**config.mk**
```make
export PLATFORM = sky130hd
export DESIGN_NAME = detection_counter
export DESIGN_NICKNAME = d
export VERILOG_FILES = /design/src/rtl/detection_counter_pkg.sv /design/src/rtl/detection_counter_sat_counter.sv /design/src/rtl/detection_counter.sv
export SDC_FILE = /design/constraint.sdc
export NUM_CORES = 1
export LEC_CHECK = 0
export ABC_AREA = 1
export CAP_MARGIN = 10
export CORE_MARGIN = 2
export CORE_UTILIZATION = 35
export CTS_BUF_LIST = sky130_fd_sc_hd__clkbuf_8 sky130_fd_sc_hd__clkbuf_16
export DETAILED_ROUTE_END_ITERATION = 7
export GPL_ROUTABILITY_DRIVEN = 1
export PLACE_DENSITY_LB_ADDON = 0.25
export SETUP_SLACK_MARGIN = 0.2
export SYNTH_ARGS = -nofsm -noshare
export SYNTH_HDL_FRONTEND = slang
export SYNTH_SLANG_ARGS = --single-unit
```
**constraint.sdc**
```tcl
create_clock -name clk -period 1.6 [get_ports clk]
set_clock_uncertainty 0.15 [all_clocks]
set_input_delay 0.16 -clock clk [delete_from_list [all_inputs] [get_ports clk]]
set_output_delay 0.16 -clock clk [all_outputs]
set_load 0.02 [all_outputs]
```
**src/rtl/detection_counter_pkg.sv**
```systemverilog
// Shared types and default constants for the detection_counter block.
package detection_counter_pkg;

  typedef enum logic [1:0] {
    IDLE   = 2'd0,
    COUNT  = 2'd1,
    DRAIN  = 2'd2,
    REPORT = 2'd3
  } dc_state_t;

  localparam int DC_COUNT_WIDTH  = 16;
  localparam int DC_DRAIN_CYCLES = 2;

endpackage

```
**src/rtl/detection_counter_sat_counter.sv**
```systemverilog
// Saturating event counter with a sticky overflow-attempt flag.
// The clear input loads the current increment, so a pulse coincident with clear counts as 1.
module sat_counter #(
  parameter int WIDTH = 16
) (
  input  logic             clk,
  input  logic             reset,
  input  logic             clear,
  input  logic             inc,
  input  logic             hold,
  output logic [WIDTH-1:0] count,
  output logic             sat
);

  logic [WIDTH-1:0] count_r;
  logic             sat_r;
  logic             at_max_s;

  assign at_max_s = &count_r;

  // Count register: clear wins over hold; increments at all-ones set the flag instead of wrapping.
  always_ff @(posedge clk or posedge reset) begin
    if (reset) begin
      count_r <= '0;
      sat_r   <= 1'b0;
    end else if (clear) begin
      count_r <= WIDTH'(inc);
      sat_r   <= 1'b0;
    end else if (inc && !hold) begin
      if (at_max_s) begin
        sat_r <= 1'b1;
      end else begin
        count_r <= count_r + WIDTH'(1);
      end
    end
  end

  assign count = count_r;
  assign sat   = sat_r;

endmodule

```
**src/rtl/detection_counter.sv**
```systemverilog
// Counts Moore/Mealy detection pulses over one frame and reports them via valid/ready.
// Optional frame-length counter enabled by DETECTION_COUNTER_FRAME_LEN_EN.
module detection_counter
  import detection_counter_pkg::*;
#(
  parameter int COUNT_WIDTH  = DC_COUNT_WIDTH,
  parameter int DRAIN_CYCLES = DC_DRAIN_CYCLES
) (
  input  logic                   clk,
  input  logic                   reset,
  input  logic                   data_valid,
  input  logic                   moore_detected,
  input  logic                   mealy_detected,
  output logic                   report_valid,
  input  logic                   report_ready,
  output logic [COUNT_WIDTH-1:0] moore_count,
  output logic [COUNT_WIDTH-1:0] mealy_count,
  output logic                   mismatch,
  output logic                   saturated,
`ifdef DETECTION_COUNTER_FRAME_LEN_EN
  output logic [COUNT_WIDTH-1:0] frame_len,
`endif
  output logic                   frame_lost
);

  localparam logic [3:0] DRAIN_LOAD = 4'(DRAIN_CYCLES - 1);

  dc_state_t  state_r;
  dc_state_t  state_nx_s;
  logic [3:0] drain_r;
  logic       lost_pending_r;
  logic       frame_lost_r;
  logic       clear_s;
  logic       hold_s;
  logic       sat_moore_s;
  logic       sat_mealy_s;
  logic       sat_len_s;

  assign clear_s = (state_r == IDLE) && data_valid;
  assign hold_s  = !((state_r == COUNT) || (state_r == DRAIN));

  // Next-state logic for the frame sequencer.
  always_comb begin
    state_nx_s = state_r;
    case (state_r)
      IDLE: begin
        if (data_valid) state_nx_s = COUNT;
        else            state_nx_s = IDLE;
      end
      COUNT: begin
        if (!data_valid) state_nx_s = DRAIN;
        else             state_nx_s = COUNT;
      end
      DRAIN: begin
        if (data_valid)              state_nx_s = COUNT;
        else if (drain_r == 4'd0)    state_nx_s = REPORT;
        else                         state_nx_s = DRAIN;
      end
      REPORT: begin
        if (report_ready) state_nx_s = IDLE;
        else              state_nx_s = REPORT;
      end
      default: state_nx_s = IDLE;
    endcase
  end

  // State register.
  always_ff @(posedge clk or posedge reset) begin
    if (reset) state_r <= IDLE;
    else       state_r <= state_nx_s;
  end

  // Drain timer: reloaded each time data_valid drops so a resumed burst restarts the window.
  always_ff @(posedge clk or posedge reset) begin
    if (reset) begin
      drain_r <= 4'd0;
    end else if ((state_r == COUNT) && !data_valid) begin
      drain_r <= DRAIN_LOAD;
    end else if ((state_r == DRAIN) && (drain_r != 4'd0)) begin
      drain_r <= drain_r - 4'd1;
    end
  end

  // A burst seen while the report waits is remembered and flagged on the next frame start.
  always_ff @(posedge clk or posedge reset) begin
    if (reset) begin
      lost_pending_r <= 1'b0;
      frame_lost_r   <= 1'b0;
    end else if (clear_s) begin
      frame_lost_r   <= lost_pending_r;
      lost_pending_r <= 1'b0;
    end else if ((state_r == REPORT) && data_valid) begin
      lost_pending_r <= 1'b1;
    end
  end

  sat_counter #(.WIDTH(COUNT_WIDTH)) u_moore_cnt (
    .clk   (clk),
    .reset (reset),
    .clear (clear_s),
    .inc   (moore_detected),
    .hold  (hold_s),
    .count (moore_count),
    .sat   (sat_moore_s)
  );

  sat_counter #(.WIDTH(COUNT_WIDTH)) u_mealy_cnt (
    .clk   (clk),
    .reset (reset),
    .clear (clear_s),
    .inc   (mealy_detected),
    .hold  (hold_s),
    .count (mealy_count),
    .sat   (sat_mealy_s)
  );

`ifdef DETECTION_COUNTER_FRAME_LEN_EN
  sat_counter #(.WIDTH(COUNT_WIDTH)) u_len_cnt (
    .clk   (clk),
    .reset (reset),
    .clear (clear_s),
    .inc   (data_valid),
    .hold  (hold_s),
    .count (frame_len),
    .sat   (sat_len_s)
  );
`else
  assign sat_len_s = 1'b0;
`endif

  assign report_valid = (state_r == REPORT);
  assign mismatch     = (moore_count != mealy_count);
  assign saturated    = sat_moore_s | sat_mealy_s | sat_len_s;
  assign frame_lost   = frame_lost_r;

endmodule

```
==> impl_metrics.yaml, run 1 <==
sta:
  hold_violations: 0
  fin_crit_sh: 1.12
  worst_slew_pin_slew_ns: 0.323
  setup_ws_ns: -0.184
  max_freq_mhz: 560
  finalSetupViolCount: 34
  whs_ns: 0.0442
  slew-limit-headroom: 0.784
  post-route-min-period_ns: 1.78
  slew_viol_final: 0
  rsz0062_at_grt: "true"
setup_path:
  max_stage_delay_ns: 0.44
  crit_fanout: 2
  r2r-end: "u_mealy_cnt.count[3]"
  crit_start: "u_moore_cnt.count[6]"
  crit_required_ns: 1.29
  arrival_ns: 1.47
  r2r_cells: 10
  slowest_stage: "dfrtp_2"
  start_kind: "flip-flop"
  rrSetupSlack_ns: -0.17
  end_kind: "output pin"
  critPathKind: "reg -> out"
  worstReg2RegStart: "u_mealy_cnt.count[0]"
  worstPathCellList: "xnor2_2 -> nand4_1 -> nor3_2 -> nand2_1 -> buf_6"
run_status:
  violations: "setup timing"
  status: "finished, violations left"
routing:
  viasPerCell: 4.96
  antenna_left: 0
  wl_met1_um: 4110
  met2_length_um: 5020
  wl_um: 9730
  drt_iter0_markers: 149
  vias: 3088
  drc: 0
  firstDrtPassIters: 4
  wl_per_cell_um: 15.6
  top_layer_used: "met4"
  route.met3.wl_um: 477
clock_network:
  numCtsBuffers: 5
  clk-insertion-delay-late_ns: 0.30
  cts.sinks: 42
  tritoncts: "built"
  ctsHoldBuffers: 0
  clk_pin_slew_worst_paths_ns: 0.09
  htreeDepth: 2
  root_buffer: "clkbuf_8"
  clockBufferDepth: 2
floorplan:
  die-height_um: 94.4
  initial_utilization: 0.366
  coreArea_mm2: 0.00781
  io_pins: 42
  dieArea_mm2: 0.00890
  num_rows: 32
  die_w_um: 94.4
place:
  gp_congestion: 0.931
  dpl.hpwl_um: 6420
  pre_cts_ws_ns: -0.342
  port_buffers: 41
power:
  p_leak_nw: 2.20
  power.density_mw_per_mm2: 979
  irDropWorstVdd_mv: 0.627
grt:
  antenna_found_initial: 0
  grt_max_degree: 43
  grt_pass1_wl_um: 14400
  grt_pass1_vias: 3012
  overflow: 0
  grtUsageTotal: 0.209
synthesis:
  synthesis.nets: 402
  yosysTopAreaCell: "dfrtp_1"
  synthCells: 387
  avgSynthCellArea_um2: 7.38
  synth_top_area_share: 0.368
  synth_warnings: 0
  yosys-top-cells-area: "dfrtp_1 37%, nand2_1 15%, nand3_1 5.4%"
  ys_types: 32
  seq_area_frac_synth: 0.368
  synth-seq-cells: 42
  syn_area_mm2: 0.00286
final_layout:
  areaGrowthSynthToFinish_pct: 66.2
  drive_above_1_share: 0.544
  diodes: 0
  mostFrequentLayoutCell: "nand2_1"
  final_cell_mix: "79 x nand2_1, 71 x buf_4, 31 x inv_1"
  fin_nets: 534
  n_fill_cell: 706
job:
  cap_violations: 0
min_path:
  worst_hold_path_type: "in -> async"
## sequential cells by signal, indices dropped and copies added (netlist names)
signal             flops
frame_lost             1
u_moore_cnt.sat        1
u_moore_cnt.count     16
state_r                2
u_mealy_cnt.count     16
drain_r                4
lost_pending_r         1
u_mealy_cnt.sat        1
## through the flow
stage	cells	total power (W)	TNS, ns	area [um2]	util
final	622	0.00465	-3.65	4750	0.608
after global routing	622	0.00490	-5.91	4750	0.608
after CTS	612	0.00417	-3.08	4260	0.545
after detailed placement	590	0.00310	-4.30	4000	0.512
after global placement	590	0.00306	-3.64	4000	0.512
after floorplan	387	0.00233	-1.61	3010	-
## report_power, final
part,total (W),switching (W),internal (W)
clock network,0.000744,0.000396,0.000347
logic,0.00258,0.00136,0.00121
registers,0.00133,0.000136,0.00120
## synthesized netlist by cell type, drive strengths merged
cell,instances
nand3,32
a21oi,3
o21bai,3
dfrtp,42
nor2,42
xor2,11
nand4,10
o31ai,1
inv,41
buf,8
ha,9
nor3b,1
or2,1
o22ai,2
nand2,121
nor3,4
o211ai,3
clkbuf,5
o21ai,32
xnor2,16
## cells by family (layout without fill, tap and decap cells)
| kind of cell | after synthesis | in the layout | share of synthesized area |
|---|---|---|---|
| simple gates | 211 | 214 | 0.330 |
| flops | 42 | 42 | 0.368 |
| buf+inv | 54 | 184 | 0.0832 |
| compound gates | 44 | 44 | 0.0972 |
| xor+xnor | 27 | 27 | 0.0827 |
| fa+ha+maj | 9 | 9 | 0.0394 |
## repair_timing
action / 4_1_cts / 5_1_grt
pin swaps: 20 / 35
setup endpoints to repair: 78 / 47
gates resized for setup: 206 / 99
hold endpoints to repair: 0 / 0
cloned: 3 / 2
buffers inserted: 11 / 8
## layer usage
metal  track usage  vias up
li1              -     1504
met1         0.269     1499
met2         0.364       74
met3        0.0391       11
met4        0.0519        0
met5             0        -
## layout make-up
type | instances | area [um2] | area share
multi-input cells | 294 | 2170 | 0.457
repair buffers | 135 | 1120 | 0.236
flip-flops and latches | 42 | 1070 | 0.226
inverters | 41 | 161 | 0.0340
well taps | 102 | 128 | 0.0269
clock buffers | 6 | 82.6 | 0.0174
clock inverters | 2 | 12.5 | 0.00263
## how the worst max path moves through the flow
stage,to,slack (ns),cells past startpoint
global route,mismatch,-0.28,5
floorplan,u_moore_cnt.count[13],-0.09,9
detailed placement,mismatch,-0.34,5
CTS,mismatch,-0.18,5
global placement,mismatch,-0.35,5
finish,mismatch,-0.18,5
## critical path: cells and delay by family (launching register included)
family                 cells  cell delay, ns
XOR/XNOR                   1            0.15
buffers and inverters      1            0.14
flip-flops                 1            0.44
AND/OR/NAND/NOR            3            0.44
(Power assumes the default switching activity.)
==> run 2: changes to the inputs <==
- CAP_MARGIN: 10 -> not set
==> results of run 2 <==
No change in the layout: final DEF, timing and power equal those of run 1.
==> run 3: changes to the inputs <==
- DONT_BUFFER_PORTS: not set -> 1
==> run 3 against run 2 <==
  * The run still ends with setup timing left
  * Clock-buffer cell count unchanged
  * Design area about the same
  * Power down 5.4%
  * Wire length down 0.91%
==> impl_metrics.yaml, run 3 (synthesis results as in run 1) <==
setup_path:
  end_kind: "output pin"
  crit_required_ns: 1.29
  arrival_ns: 1.49
  crit_fanout: 2
  worstReg2RegStart: "u_mealy_cnt.count[1]"
  r2r-end: "u_mealy_cnt.count[15]"
  critPathKind: "reg -> out"
  start_kind: "flip-flop"
  rrSetupSlack_ns: -0.08
  r2r_cells: 10
  endpoint: "mismatch"
  crit_start: "u_moore_cnt.count[4]"
final_layout:
  fin_util: 0.608
  fin_nets: 521
  finalInstanceArea_mm2: 0.00475
  diodes: 0
  final_cell_mix: "79 x nand2_1, 79 x buf_4, 36 x buf_6"
  drive_above_1_share: 0.533
  n_fill_cell: 680
  areaGrowthSynthToFinish_pct: 66.1
routing:
  wl_um: 9640
  drc: 0
  wl_per_cell_um: 15.8
  antenna_left: 0
  drt_iter0_markers: 222
  vias: 3079
  firstDrtPassIters: 5
  viasPerCell: 5.06
min_path:
  worst_hold_path_type: "in -> reg"
  holdPathStages: 4
grt:
  overflow: 0
  grt_pass1_vias: 3049
  grt_pass1_wl_um: 14900
  grtUsageTotal: 0.216
  grt_max_degree: 43
  antenna_found_initial: 0
floorplan:
  io_pins: 42
  coreArea_mm2: 0.00781
  die-height_um: 94.4
  dieArea_mm2: 0.00890
  num_rows: 32
  die_w_um: 94.4
  initial_utilization: 0.366
run_status:
  violations: "setup timing"
  status: "finished, violations left"
sta:
  fin_crit_sh: 1.12
  setup_ws_ns: -0.196
  max_freq_mhz: 557
  rsz0062_at_grt: "true"
  worst_slew_pin_slew_ns: 0.289
  post-route-min-period_ns: 1.80
  finalSetupViolCount: 31
  hold_violations: 0
  slew-limit-headroom: 0.807
  slew_viol_final: 0
place:
  gp_congestion: 0.873
  placed_area_mm2: 0.00357
  port_buffers: 0
  dpl.hpwl_um: 6080
clock_network:
  root_buffer: "clkbuf_8"
  htreeDepth: 2
  clockBufferDepth: 2
  tritoncts: "built"
  clk-insertion-delay-late_ns: 0.30
  clk_pin_slew_worst_paths_ns: 0.09
  cts.sinks: 42
  numCtsBuffers: 5
power:
  irDropWorstVdd_mv: 0.530
  p_leak_nw: 2.13
  power.density_mw_per_mm2: 927
job:
  cap_violations: 0
## run 3: cell types whose count changed in the layout (fill, tap and decap cells not counted), sizes merged
| cell | before | now |
|---|---|---|
| buf | 127 | 117 |
| clkbuf | 8 | 6 |
| clkdlybuf4s50 | 5 | 0 |
| clkinv | 1 | 2 |
| dlygate4sd2 | 1 | 0 |
| dlygate4sd3 | 0 | 4 |
| inv | 41 | 40 |
| o21bai | 3 | 4 |
## run 3: critical path, stage by stage (launching register included)
cell     delay [ns]
dfrtp_1        0.40
buf_6          0.14
xnor2_2        0.13
nand4_1        0.17
nor3_2         0.19
nand2_2        0.15
## run 3: final cells by class
class	instances	area [um2]	share of cell area
clock inverters	2	8.76	0.00185
clock buffers	6	82.6	0.0174
well taps	102	128	0.0269
repair buffers	121	1080	0.227
inverters	41	163	0.0343
flip-flops and latches	42	1080	0.227
multi-input cells	295	2210	0.465
## run 3: worst min-delay path by stage
stage               slack, ns      startpoint                     to
floorplan                0.16  mealy_detected        u_mealy_cnt.sat
global placement        -0.04           reset  u_moore_cnt.count[13]
detailed placement      -0.04           reset   u_moore_cnt.count[2]
CTS                     0.006  moore_detected   u_moore_cnt.count[0]
global route             0.06  moore_detected   u_moore_cnt.count[0]
finish                  0.007  moore_detected   u_moore_cnt.count[0]
## run 3: where the power goes
part	leakage [nW]	internal (W)	switching [W]
registers	0.540	0.00120	0.000147
logic	1.54	0.00102	0.00130
clock network	0.0524	0.000343	0.000397
total	2.13	0.00256	0.00184
## run 3: repair_timing
action                     CTS  global route
buffers inserted            30            15
hold buffers                 4             0
pin swaps                   51            28
setup endpoints to repair   42            46
gates resized for setup    113            62
gates cloned                 4             0
hold endpoints to repair    48             0
## run 3: metal layers
metal / vias up / share of wire / GRT usage
li1: 1484 / - / -
met1: 1480 / 0.43 / 0.283
met2: 99 / 0.50 / 0.374
met3: 16 / 0.052 / 0.0319
met4: 0 / 0.018 / 0.0604
met5: - / 0 / 0
## run 3: metrics by stage
| step | std cells | power, W | setup TNS (ns) | setup WS [ns] | hold slack [ns] |
|---|---|---|---|---|---|
| finish | 609 | 0.00440 | -1.74 | -0.196 | 0.00672 |
| global route | 609 | 0.00464 | -4.52 | -0.268 | 0.0601 |
| CTS | 594 | 0.00408 | -0.896 | -0.197 | 0.00555 |
| detailed placement | 548 | 0.00283 | -1.59 | -0.0967 | -0.0389 |
| global placement | 548 | 0.00279 | -0.216 | -0.0211 | -0.0385 |
| floorplan | 387 | 0.00233 | -1.61 | -0.0927 | 0.164 |
